$ cat src/rtl/cmd_sequencer.sv
// Host command FIFO feeding a single-issue sequencer that drives the register
// file and execution unit, retiring instructions strictly in program order.
module cmd_sequencer #(
    parameter int         DEPTH    = 4,
    parameter logic [4:0] CMD_ADDR = 5'd0,
    parameter logic [4:0] CLR_ADDR = 5'd1
) (
    input  logic                   clk,
    input  logic                   rst,
    input  logic                   write,
    input  logic [4:0]             write_addr,
    input  logic [31:0]            write_data,
    output logic [$clog2(DEPTH):0] cmd_count,
    output logic                   cmd_full,
    output logic                   busy,
    output logic                   err_overflow,
    output logic                   err_illegal,
    output logic [4:0]             rf_raddr1,
    output logic [4:0]             rf_raddr2,
    input  logic [31:0]            rf_rdata1,
    input  logic [31:0]            rf_rdata2,
    output logic                   rf_we,
    output logic [4:0]             rf_waddr,
    output logic [31:0]            rf_wdata,
    output logic                   exu_start,
    output logic [3:0]             exu_op,
    output logic [31:0]            exu_a,
    output logic [31:0]            exu_b,
    input  logic                   exu_done,
    input  logic [31:0]            exu_result,
    output logic                   retired
);
    localparam int            AW         = $clog2(DEPTH);
    localparam int            CW         = AW + 1;
    localparam int            IW         = 25;
    localparam logic [CW-1:0] FULL_COUNT = CW'(DEPTH);
    localparam logic [3:0]    OP_NOP     = 4'd0;
    localparam logic [3:0]    OP_LOAD    = 4'd8;

    typedef enum logic [2:0] {
        S_IDLE     = 3'd0,
        S_DISPATCH = 3'd1,
        S_READ     = 3'd2,
        S_START    = 3'd3,
        S_WAIT     = 3'd4,
        S_WB       = 3'd5
    } state_t;

    // ------------------------------------------------------------------
    // Command FIFO
    // ------------------------------------------------------------------
    logic [IW-1:0] r_mem [DEPTH];
    logic [AW-1:0] r_wr_ptr;
    logic [AW-1:0] r_rd_ptr;
    logic [CW-1:0] r_count;

    logic          w_cmd_wr;
    logic          w_push;
    logic          w_pop;
    logic          w_overflow;
    logic          w_clear;
    logic          w_full;
    logic          w_empty;
    logic [IW-1:0] w_head;
    logic          w_head_is_exu;
    logic          w_unused_bits;

    // Bits [31:25] of an instruction word carry no meaning.
    assign w_unused_bits = ^write_data[31:25];

    assign w_full        = (r_count == FULL_COUNT);
    assign w_empty       = (r_count == '0);
    assign w_cmd_wr      = write && (write_addr == CMD_ADDR);
    assign w_push        = w_cmd_wr && !w_full;
    assign w_overflow    = w_cmd_wr && w_full;
    assign w_clear       = write && (write_addr == CLR_ADDR) && write_data[0];
    assign w_head        = r_mem[r_rd_ptr];
    assign w_head_is_exu = (w_head[24:21] != OP_NOP) && !w_head[24];

    always_ff @(posedge clk) begin
        if (w_push) begin
            r_mem[r_wr_ptr] <= write_data[IW-1:0];
        end
    end

    // Pointers wrap naturally because DEPTH is a power of two.
    always_ff @(posedge clk or posedge rst) begin
        if (rst) begin
            r_wr_ptr <= '0;
            r_rd_ptr <= '0;
            r_count  <= '0;
        end else begin
            if (w_push) begin
                r_wr_ptr <= r_wr_ptr + 1'b1;
            end
            if (w_pop) begin
                r_rd_ptr <= r_rd_ptr + 1'b1;
            end
            case ({w_push, w_pop})
                2'b10:   r_count <= r_count + 1'b1;
                2'b01:   r_count <= r_count - 1'b1;
                default: r_count <= r_count;
            endcase
        end
    end

    // ------------------------------------------------------------------
    // Sequencer FSM
    // ------------------------------------------------------------------
    state_t        r_state;
    state_t        w_state_next;
    logic [IW-1:0] r_instr;

    logic [3:0]    w_op;
    logic [4:0]    w_rd;
    logic [15:0]   w_imm;
    logic          w_is_illegal;

    assign w_op         = r_instr[24:21];
    assign w_rd         = r_instr[20:16];
    assign w_imm        = r_instr[15:0];
    assign w_is_illegal = w_op[3] && (w_op != OP_LOAD);

    always_ff @(posedge clk or posedge rst) begin
        if (rst) begin
            r_state <= S_IDLE;
            r_instr <= '0;
        end else begin
            r_state <= w_state_next;
            if (w_pop) begin
                r_instr <= w_head;
            end
        end
    end

    always_comb begin
        w_state_next = r_state;
        w_pop        = 1'b0;
        case (r_state)
            S_IDLE: begin
                if (!w_empty) begin
                    w_pop        = 1'b1;
                    w_state_next = S_DISPATCH;
                end
            end
            S_DISPATCH: begin
                if (w_op == OP_NOP || w_is_illegal) begin
                    w_state_next = S_IDLE;
                end else if (w_op == OP_LOAD) begin
                    w_state_next = S_WB;
                end else begin
                    w_state_next = S_READ;
                end
            end
            S_READ:  w_state_next = S_START;
            S_START: w_state_next = S_WAIT;
            S_WAIT: begin
                if (exu_done) begin
                    w_state_next = S_WB;
                end
            end
            S_WB: begin
                if (!w_empty) begin
                    w_pop        = 1'b1;
                    w_state_next = S_DISPATCH;
                end else begin
                    w_state_next = S_IDLE;
                end
            end
            default: w_state_next = S_IDLE;
        endcase
    end

    // ------------------------------------------------------------------
    // Registered outputs: next values computed here, one cycle ahead of
    // the state in which they must be visible.
    // ------------------------------------------------------------------
    logic [4:0]  r_rf_raddr1, w_rf_raddr1_next;
    logic [4:0]  r_rf_raddr2, w_rf_raddr2_next;
    logic        r_rf_we,     w_rf_we_next;
    logic [4:0]  r_rf_waddr,  w_rf_waddr_next;
    logic [31:0] r_rf_wdata,  w_rf_wdata_next;
    logic        r_exu_start, w_exu_start_next;
    logic [3:0]  r_exu_op,    w_exu_op_next;
    logic [31:0] r_exu_a,     w_exu_a_next;
    logic [31:0] r_exu_b,     w_exu_b_next;
    logic        r_retired,   w_retired_next;
    logic        w_illegal_set;

    always_comb begin
        w_rf_raddr1_next = r_rf_raddr1;
        w_rf_raddr2_next = r_rf_raddr2;
        w_rf_we_next     = 1'b0;
        w_rf_waddr_next  = r_rf_waddr;
        w_rf_wdata_next  = r_rf_wdata;
        w_exu_start_next = 1'b0;
        w_exu_op_next    = r_exu_op;
        w_exu_a_next     = r_exu_a;
        w_exu_b_next     = r_exu_b;
        w_retired_next   = 1'b0;
        w_illegal_set    = 1'b0;

        // Read addresses go out with the pop so the synchronous RF data
        // lands exactly in the READ cycle.
        if (w_pop && w_head_is_exu) begin
            w_rf_raddr1_next = w_head[15:11];
            w_rf_raddr2_next = w_head[10:6];
        end

        case (r_state)
            S_DISPATCH: begin
                if (w_op == OP_NOP) begin
                    w_retired_next = 1'b1;
                end else if (w_is_illegal) begin
                    w_retired_next = 1'b1;
                    w_illegal_set  = 1'b1;
                end else if (w_op == OP_LOAD) begin
                    w_rf_we_next    = 1'b1;
                    w_retired_next  = 1'b1;
                    w_rf_waddr_next = w_rd;
                    w_rf_wdata_next = {16'h0000, w_imm};
                end else begin
                    w_exu_op_next = w_op;
                end
            end
            S_READ: begin
                w_exu_a_next     = rf_rdata1;
                w_exu_b_next     = rf_rdata2;
                w_exu_start_next = 1'b1;
            end
            S_WAIT: begin
                if (exu_done) begin
                    w_rf_we_next    = 1'b1;
                    w_retired_next  = 1'b1;
                    w_rf_waddr_next = w_rd;
                    w_rf_wdata_next = exu_result;
                end
            end
            default: begin
            end
        endcase
    end

    always_ff @(posedge clk or posedge rst) begin
        if (rst) begin
            r_rf_raddr1 <= '0;
            r_rf_raddr2 <= '0;
            r_rf_we     <= 1'b0;
            r_rf_waddr  <= '0;
            r_rf_wdata  <= '0;
            r_exu_start <= 1'b0;
            r_exu_op    <= '0;
            r_exu_a     <= '0;
            r_exu_b     <= '0;
            r_retired   <= 1'b0;
        end else begin
            r_rf_raddr1 <= w_rf_raddr1_next;
            r_rf_raddr2 <= w_rf_raddr2_next;
            r_rf_we     <= w_rf_we_next;
            r_rf_waddr  <= w_rf_waddr_next;
            r_rf_wdata  <= w_rf_wdata_next;
            r_exu_start <= w_exu_start_next;
            r_exu_op    <= w_exu_op_next;
            r_exu_a     <= w_exu_a_next;
            r_exu_b     <= w_exu_b_next;
            r_retired   <= w_retired_next;
        end
    end

    // Sticky errors: a set in the same cycle as a clear takes priority.
    logic r_err_overflow;
    logic r_err_illegal;

    always_ff @(posedge clk or posedge rst) begin
        if (rst) begin
            r_err_overflow <= 1'b0;
            r_err_illegal  <= 1'b0;
        end else begin
            if (w_overflow) begin
                r_err_overflow <= 1'b1;
            end else if (w_clear) begin
                r_err_overflow <= 1'b0;
            end
            if (w_illegal_set) begin
                r_err_illegal <= 1'b1;
            end else if (w_clear) begin
                r_err_illegal <= 1'b0;
            end
        end
    end

    assign cmd_count    = r_count;
    assign cmd_full     = w_full;
    assign busy         = (r_state != S_IDLE) || !w_empty;
    assign err_overflow = r_err_overflow;
    assign err_illegal  = r_err_illegal;
    assign rf_raddr1    = r_rf_raddr1;
    assign rf_raddr2    = r_rf_raddr2;
    assign rf_we        = r_rf_we;
    assign rf_waddr     = r_rf_waddr;
    assign rf_wdata     = r_rf_wdata;
    assign exu_start    = r_exu_start;
    assign exu_op       = r_exu_op;
    assign exu_a        = r_exu_a;
    assign exu_b        = r_exu_b;
    assign retired      = r_retired;

endmodule

$ cat config.mk
export PLATFORM = sky130hd
export DESIGN_NAME = cmd_sequencer
export DESIGN_NICKNAME = d
export VERILOG_FILES = /design/src/rtl/cmd_sequencer.sv
export SDC_FILE = /design/constraint.sdc
export NUM_CORES = 1
export LEC_CHECK = 0
export ABC_AREA = 1
export CORE_MARGIN = 1
export CORE_UTILIZATION = 53
export DETAILED_ROUTE_END_ITERATION = 7
export PLACE_DENSITY = 0.88
export SLEW_MARGIN = 40
export SYNTH_ARGS = -nofsm -noshare
export SYNTH_HDL_FRONTEND = slang
export SYNTH_SLANG_ARGS = --single-unit
$ cat constraint.sdc
create_clock -name clk -period 11.1 [get_ports clk]
set_clock_uncertainty 0.05 [all_clocks]
set_input_delay 1.665 -clock clk [delete_from_list [all_inputs] [get_ports clk]]
set_output_delay 1.665 -clock clk [all_outputs]
set_load 0.03 [all_outputs]
==> flow_metrics.tcl, run 1 <==
set metrics [dict create \
    ys_seq_area_share_pct 68.17 \
    timing.rr.end "cmd_count[2]" \
    cts_root_buffer "clkbuf_16" \
    use_met3_pct 4.957 \
    synth_ff_type "dfrtp_1" \
    yosysTopAreaCellShare_pct 38.42 \
    syn-num-nets 1115 \
    die_h_um 140.0 \
    grt_max_degree 80 \
    cts_tree "yes" \
    globalRouteMet1Util_pct 31.35 \
    cts_setup_buffers 0 \
    r2r_slack_ns 8.33 \
    fin_util_pct 72.60 \
    period_share_pct 35.25 \
    relSlewSlack_pct 52.88 \
    die-area_um2 19600 \
    tightest_slew_ns 0.7068 \
    p_leak_uw 0.006044 \
    antenna_found_initial 1 \
    cts_hold_buffers 0 \
    setup_viol 0 \
    htree_levels 1 \
    numCtsBuffers 26 \
    syn2layout_area_growth_pct 34.52 \
    portBuffers 254 \
    path_class "reg2out" \
    grt_first_pass_wirelength_mm 40.54 \
    start_util_pct 53.97 \
    firstDrtPassIters 5 \
    synth-seq-cells 255 \
    die_w_um 140.0 \
    cts_resized 0 \
    worstHoldEndpoint "rf_raddr2[2]" \
    cp.arrival_ns 2.20 \
    yosys.cell_types.count 32 \
    grtUsageMet2_pct 47.29 \
    wirelength_mm 25.63 \
    dp.final_hpwl_mm 17.01 \
    gr-max-usage-layer "met2" \
    reg2regPathDepth 10 \
    power.density_nw_per_um2 297.5 \
    post_drt_via_cell_ratio 5.290 \
    hold_ws_ns 0.4168 \
    drv_slew 0 \
    post-synth-top-count-cell "nand2_1" \
    fin_tns_setup_ns 0 \
    first_iter_violations 433 \
    drtAntennaViolNets 0 \
    drive_above_1_share_pct 6.981 \
    synth_common_cells "nand2_1, dfrtp_1, edfxtp_1" \
    drv_cap 0 \
    ir_worst_vdd_mv 0.1579 \
    synth_warnings 0 \
    grt_pass1_vias 7770 \
    worstHoldStart "rf_raddr2[2]" \
    drc 0 \
    whs_path_depth 2 \
    ios 262 \
    syn-cell-area_um2 10090 \
    row_count 50 \
    num_vias 7761 \
    gp_congestion 0.8070 \
    clk_pin_slew_ns 0.06 \
    async_reset_ff_share_pct 60.78 \
    rsz0062_at_grt "false" \
    clock_latency_ns 0.53 \
    nNetsFinal 1357 \
    grt_usage_pct 26.65 \
    syn_inst 972 \
    min_period_ns 3.912 \
    start_kind "flip-flop" \
    r2r_start "cmd_count[0]" \
    status "complete, no violations" \
    synth_top_cell_by_area "dfrtp_1" \
    endpoint_kind "output port" \
    crit_path_max_fanout 3 \
    cts_buffer_depth 3 \
    hold_viol 0 \
    cts.sinks 255 \
    min_path_type "reg2reg" \
    syn_avg_cell_area_um2 10.39 \
    synth-edff-count 100 \
    wl_per_cell_um 17.47 \
    fmax_mhz 255.6 \
    yosys-top-cells-area "dfrtp_1, edfxtp_1, nand2_1" \
    grt_overflow 0 \
    fin_total_pwr_uw 4041 \
    required_ns 9.39 \
    core_area_um2 18710 \
]
==> cell usage in the layout (no fill, tap or decap) <==
cell / instances
diode_2: 1
or2_2: 16
nor2_2: 7
inv_4: 2
clkbuf_8: 6
o21a_1: 1
nand2_4: 1
clkbuf_1: 8
nand3_2: 2
buf_6: 1
o21ai_0: 56
a21oi_1: 3
o21ai_1: 12
clkbuf_16: 27
nor3_1: 2
inv_1: 32
o22ai_1: 11
fa_1: 1
nor2_1: 61
ha_1: 5
nand4_1: 1
xor2_1: 3
inv_6: 1
clkbuf_4: 1
nand2_2: 4
dfrtp_1: 155
nor2_8: 1
inv_2: 6
clkinv_4: 1
nand3_4: 1
bufinv_16: 1
nand3_1: 41
xnor2_1: 1
nand2_1: 383
buf_4: 6
clkdlybuf4s50_1: 254
edfxtp_1: 100
o211ai_1: 16
clkinv_2: 2
==> sequential cells by signal (all words and copies together) (netlist names) <==
register / flops
exu_start: 1
r_rd_ptr: 2
err_illegal: 1
rf_we: 1
exu_b: 32
r_wr_ptr: 2
r_instr: 25
err_overflow: 1
rf_waddr: 5
r_state: 3
r_mem: 100
rf_wdata: 32
rf_raddr2: 5
rf_raddr1: 5
cmd_count: 3
exu_op: 4
retired: 1
exu_a: 32
==> routing by layer <==
layer  wire [um]  vias to the layer above
li1            -                     3637
met2       13210                      303
met4        1149                        0
met3        1508                       75
met1        9761                     3746
met5           0                        -
==> worst max-delay path by stage <==
stage                       start            to  cells after the start
finish               cmd_count[0]          busy                      5
global route         cmd_count[0]          busy                      5
global placement    write_addr[2]  cmd_count[2]                     11
detailed placement  write_addr[2]  cmd_count[2]                     11
CTS                  cmd_count[0]          busy                      5
floorplan                     rst  cmd_count[0]                      1
==> report_power, final <==
| group | switching (uW) | internal [uW] | total [uW] |
|---|---|---|---|
| Combinational | 1130 | 647 | 1780 |
| Sequential | 156 | 1250 | 1410 |
| Clock | 343 | 510 | 853 |
| Total | 1630 | 2410 | 4040 |
==> layout make-up <==
cell class | instances | area [um^2]
sequential | 255 | 6882
antenna | 1 | 2.502
clock inverter | 4 | 48.80
tap | 234 | 292.8
inverter | 41 | 163.9
multi-input combinational | 629 | 2795
timing repair buffer | 261 | 2599
clock buffer | 42 | 795.8
fill | 1222 | 5126
==> cells by family after synthesis <==
group	share of synthesized area, %
flip-flops	68.17
AND/OR/NAND/NOR	20.91
XOR/XNOR	0.3471
adder cells (fa/ha/maj)	0.8181
buffers and inverters	4.289
AO/OA/AOI/OAI	5.466
==> worst max-delay path, cell delays in order, from the launching register on <==
cell             delay (ns)
dfrtp_1                0.40
inv_1                  0.11
nand3_1                0.23
inv_1                  0.07
nand3_1                0.10
clkdlybuf4s50_1        0.76
==> per-stage QoR <==
step / setup WS (ns) / area (um^2) / std cells
floorplan: 5.207 / 10090 / 972
global placement: 7.320 / 12730 / 1420
detailed placement: 7.297 / 12730 / 1420
CTS: 7.165 / 13580 / 1466
global route: 7.108 / 13580 / 1467
finish: 7.188 / 13580 / 1467
Power figures use the tool's default switching activity.
==> run 2: changes to the inputs <==
CORE_UTILIZATION = 49   (was 53)
PLACE_DENSITY = 0.82   (was 0.88)
clock period = 3.61 ns   (was 11.1 ns; I/O delays follow)
==> run 2 against run 1 <==
Net effect:
- via count shrank 1.8%
- largest cell class unchanged
- sequential power rose to 3.1 times the previous value
- core utilization is 4.8 points lower
- critical path depth is the same
- wire length shrank 2.9%
==> flow_metrics.tcl, run 2 (synthesized netlist as in run 1, its figures left out) <==
set metrics [dict create \
    drc 0 \
    final_common_cell "nand2_1" \
    cts_buffer_depth 3 \
    crit_family "buffers and inverters" \
    firstDrtPassIters 5 \
    fin_area_um2 13710 \
    syn2layout_area_growth_pct 35.85 \
    nNetsFinal 1360 \
    fmax_mhz 364.8 \
    grt_first_pass_wirelength_mm 40.22 \
    start_kind "flip-flop" \
    rsz0062_at_grt "false" \
    grt_pass1_vias 7675 \
    hold_viol 0 \
    dp.final_hpwl_mm 16.70 \
    critPathMaxStageDelay_ns 0.67 \
    crit_chain "inv_1, nand3_1, inv_1, nand3_1, clkdlybuf4s50_1" \
    clk_pin_slew_ns 0.06 \
    cts_setup_buffers 0 \
    cts_root_buffer "clkbuf_16" \
    ir_worst_vdd_mv 0.5242 \
    required_ns 3.02 \
    final_cells 1507 \
    ios 262 \
    antenna_found_initial 0 \
    grt_max_degree 75 \
    gp_congestion 0.8170 \
    status "complete, no violations" \
    path_class "reg2out" \
    period_share_pct 75.92 \
    endpoint_kind "output port" \
    tightest_slew_ns 0.7205 \
    drv_slew 0 \
    relSlewSlack_pct 51.90 \
    die_w_um 145.5 \
    min_path_type "in2async" \
    path_buf_inv 3 \
    largest_register_ffs 100 \
    grt_overflow 0 \
    portBuffers 254 \
    die-area_um2 21180 \
    final_cell_mix "nand2_1, clkdlybuf4s50_1, dfrtp_1, edfxtp_1, nor2_1" \
    cp.arrival_ns 2.15 \
    dpl_cell_area_um2 12820 \
    start_util_pct 49.89 \
    post_drt_via_cell_ratio 5.058 \
    cts_tree "yes" \
    die_h_um 145.5 \
    dp_cells 1459 \
    cts.sinks 255 \
    power.density_nw_per_um2 909.6 \
    wirelength_mm 24.89 \
    min_period_ns 2.741 \
    path_depth 5 \
    drv_cap 0 \
    regMostFlops "r_mem" \
    p_leak_uw 0.006099 \
    drtAntennaViolNets 0 \
    core_area_um2 20230 \
    drive_above_1_share_pct 7.761 \
    diodes 0 \
    wl_per_cell_um 16.52 \
    clock_latency_ns 0.53 \
    reg2regPathDepth 7 \
    setup_viol 0 \
    fin_util_pct 67.77 \
    htree_levels 1 \
    num_vias 7622 \
    fin_total_pwr_uw 12470 \
    cts_hold_buffers 0 \
    grt_usage_pct 24.14 \
    fin_tns_setup_ns 0 \
    row_count 52 \
    first_iter_violations 399 \
    numCtsBuffers 26 \
    crit_path_max_fanout 3 \
    cts_resized 0 \
    crit_slowest_cell "clkdlybuf4s50_1" \
]
## run 2: worst paths after layout
kind / start / end / slack [ns]
setup / recovery: cmd_count[0] / busy / 0.87
hold / removal: rst / rf_we / 0.40
setup reg to reg: r_rd_ptr[1] / rf_raddr2[1] / 1.12
hold reg to reg: rf_raddr1[4] / rf_raddr1[4] / 0.42
max in group asynchronous: rst / exu_a[21] / 2.30
min in group clk: rf_raddr1[4] / rf_raddr1[4] / 0.42
## run 2: where the power goes
part           total, uW  switching [uW]  internal, uW
clock               2720            1070          1660
combinational       5430            3430          2000
sequential          4310             473          3840
## run 2: cell type report
class,instances,area [um^2]
multi-input combinational,629,2795
sequential,255,6882
clock buffer,42,839.6
tap,270,337.8
inverter,41,160.2
fill,1477,6521
timing repair buffer,264,2643
clock inverter,6,56.30
## run 2: layer usage
layer / global-route usage [%] / wire (um) / vias up
met5: 0 / 0 / -
met4: 10.16 / 958 / 0
met3: 4.577 / 1500 / 67
met2: 42.19 / 12450 / 285
met1: 29.41 / 9982 / 3629
li1: - / - / 3641
## run 2: through the flow
stage | setup slack, ns | hold WS, ns
detailed placement | 0.9136 | 0.4098
global placement | 0.9551 | 0.4054
finish | 0.8691 | 0.3986
CTS | 0.8237 | 0.4019
global route | 0.7554 | 0.4406
floorplan | 0.9963 | 0.3915
==> run 3: changes to the inputs <==
CORE_UTILIZATION = 44   (was 49)
PLACE_DENSITY = 0.78   (was 0.82)
clock period = 2.3 ns   (was 3.61 ns; I/O delays follow)
==> run 3 against run 2 <==
Net effect:
- wire length rose by 0.29%
- register-to-register slack worse by 0.89 ns
- via count is 0.22% lower
- largest cell class unchanged
==> flow_metrics.tcl, run 3 (synthesized netlist as in run 1, its figures left out) <==
set metrics [dict create \
    status "complete, no violations" \
    grt_first_pass_wirelength_mm 39.69 \
    htree_levels 1 \
    dpl_cell_area_um2 13010 \
    row_count 55 \
    clk_pin_slew_ns 0.06 \
    drc 0 \
    cts_buffer_depth 3 \
    cts_tree "yes" \
    die_w_um 153.5 \
    reg2regPathDepth 11 \
    core_area_um2 22570 \
    required_ns 1.90 \
    ios 262 \
    crit_path_max_fanout 3 \
    grt_usage_pct 21.37 \
    diodes 0 \
    drv_cap 0 \
    final_common_cell "nand2_1" \
    period_share_pct 96.09 \
    dp.final_hpwl_mm 17.16 \
    syn2layout_area_growth_pct 37.26 \
    hold_viol 0 \
    die-area_um2 23550 \
    die_h_um 153.5 \
    tightest_slew_ns 0.6715 \
    cts_root_buffer "clkbuf_16" \
    wirelength_mm 24.97 \
    fmax_mhz 452.5 \
    clock_latency_ns 0.52 \
    start_util_pct 44.72 \
    gp_congestion 0.8172 \
    wl_per_cell_um 16.28 \
    finalWorstSetupSlack_ns 0.09003 \
    min_period_ns 2.210 \
    antenna_found_initial 0 \
    min_path_type "in2async" \
    largest_register_ffs 100 \
    cts_setup_buffers 0 \
    place_ws_ns 0.02209 \
    cp.arrival_ns 1.81 \
    relSlewSlack_pct 55.23 \
    numCtsBuffers 27 \
    fin_tns_setup_ns 0 \
    fin_total_pwr_uw 19660 \
    grt_pass1_vias 7511 \
    regMostFlops "r_mem" \
    drive_above_1_share_pct 8.006 \
    post_drt_via_cell_ratio 4.958 \
    setup_viol 0 \
    cts.sinks 255 \
    first_iter_violations 527 \
    drtAntennaViolNets 0 \
    firstDrtPassIters 4 \
    drv_slew 0 \
    endpoint_kind "output port" \
    p_leak_uw 0.006145 \
    nNetsFinal 1372 \
    path_class "reg2out" \
    num_vias 7605 \
    grt_max_degree 82 \
    portBuffers 254 \
    ir_worst_vdd_mv 0.7297 \
    grt_overflow 0 \
    fin_area_um2 13860 \
    power.density_nw_per_um2 1419 \
    final_cell_mix "nand2_1, clkdlybuf4s50_1, dfrtp_1, edfxtp_1, nor2_1" \
    start_kind "flip-flop" \
]
run 3: cell types whose count changed in the layout (fill, tap and decap cells not counted), moves of 3 or more:
| cell | change |
|---|---|
| buf_12 | +7 |
| buf_4 | +4 |
| clkinv_1 | +3 |
| clkbuf_8 | -10 |
| clkbuf_1 | +7 |
run 3: final cells by class:
type                    count  area [um^2]
flip-flops and latches    255         6882
multi-input cells         629         2800
repair buffers            275         2813
clock buffers              37        713.2
well taps                 285        356.6
clock inverters            12        131.4
inverters                  41        160.2
fillers                  1819         8716
run 3: routing by layer:
layer / GRT usage (%) / routed length, um / up-vias
li1: - / - / 3672
met1: 25.60 / 9865 / 3579
met2: 36.38 / 12140 / 281
met3: 4.820 / 1778 / 73
met4: 10.67 / 1188 / 0
met5: 0 / 0 / -
run 3: repair_timing:
item                                   in CTS  in global routing
setup endpoints to repair                   2                  1
endpoints found under the hold margin       0                  0
gates resized for setup                     4                  1
gates cloned                                0                  0
hold buffers                                0                  0
run 3: worst paths after layout:
| path | from | endpoint | slack, ns |
|---|---|---|---|
| max | cmd_count[0] | busy | 0.09 |
| max in group asynchronous | rst | rf_wdata[5] | 1.55 |
| min | rst | exu_a[23] | 0.27 |
| min reg2reg | rf_raddr2[1] | rf_raddr2[1] | 0.42 |
| max reg2reg | r_state[0] | cmd_count[2] | 0.23 |
| min in group clk | rf_rdata1[19] | exu_a[19] | 0.31 |
run 3: report_power, final:
| group | total, uW | switching [uW] | internal, uW | leakage, uW |
|---|---|---|---|---|
| clock network | 4160 | 1670 | 2490 | 0.000415 |
| registers | 6720 | 683 | 6030 | 0.00283 |
| logic | 8790 | 5480 | 3310 | 0.00290 |
run 3: worst max-delay path, stage by stage, from the launching register on:
cell and delay (ns):
dfrtp_1 0.40, inv_1 0.14, nand3_2 0.15, inv_1 0.09
nand3_1 0.18, clkdlybuf4s15_2 0.34
run 3: per-stage QoR:
step / instances / hold slack [ns] / utilization, %
final: 1534 / 0.2681 / 61.39
after global routing: 1534 / 0.2990 / 61.39
after CTS: 1534 / 0.2777 / 61.36
after detailed placement: 1485 / 0.4072 / 57.62
after global placement: 1485 / 0.4092 / 57.62
after floorplan: 972 / 0.3915 / -
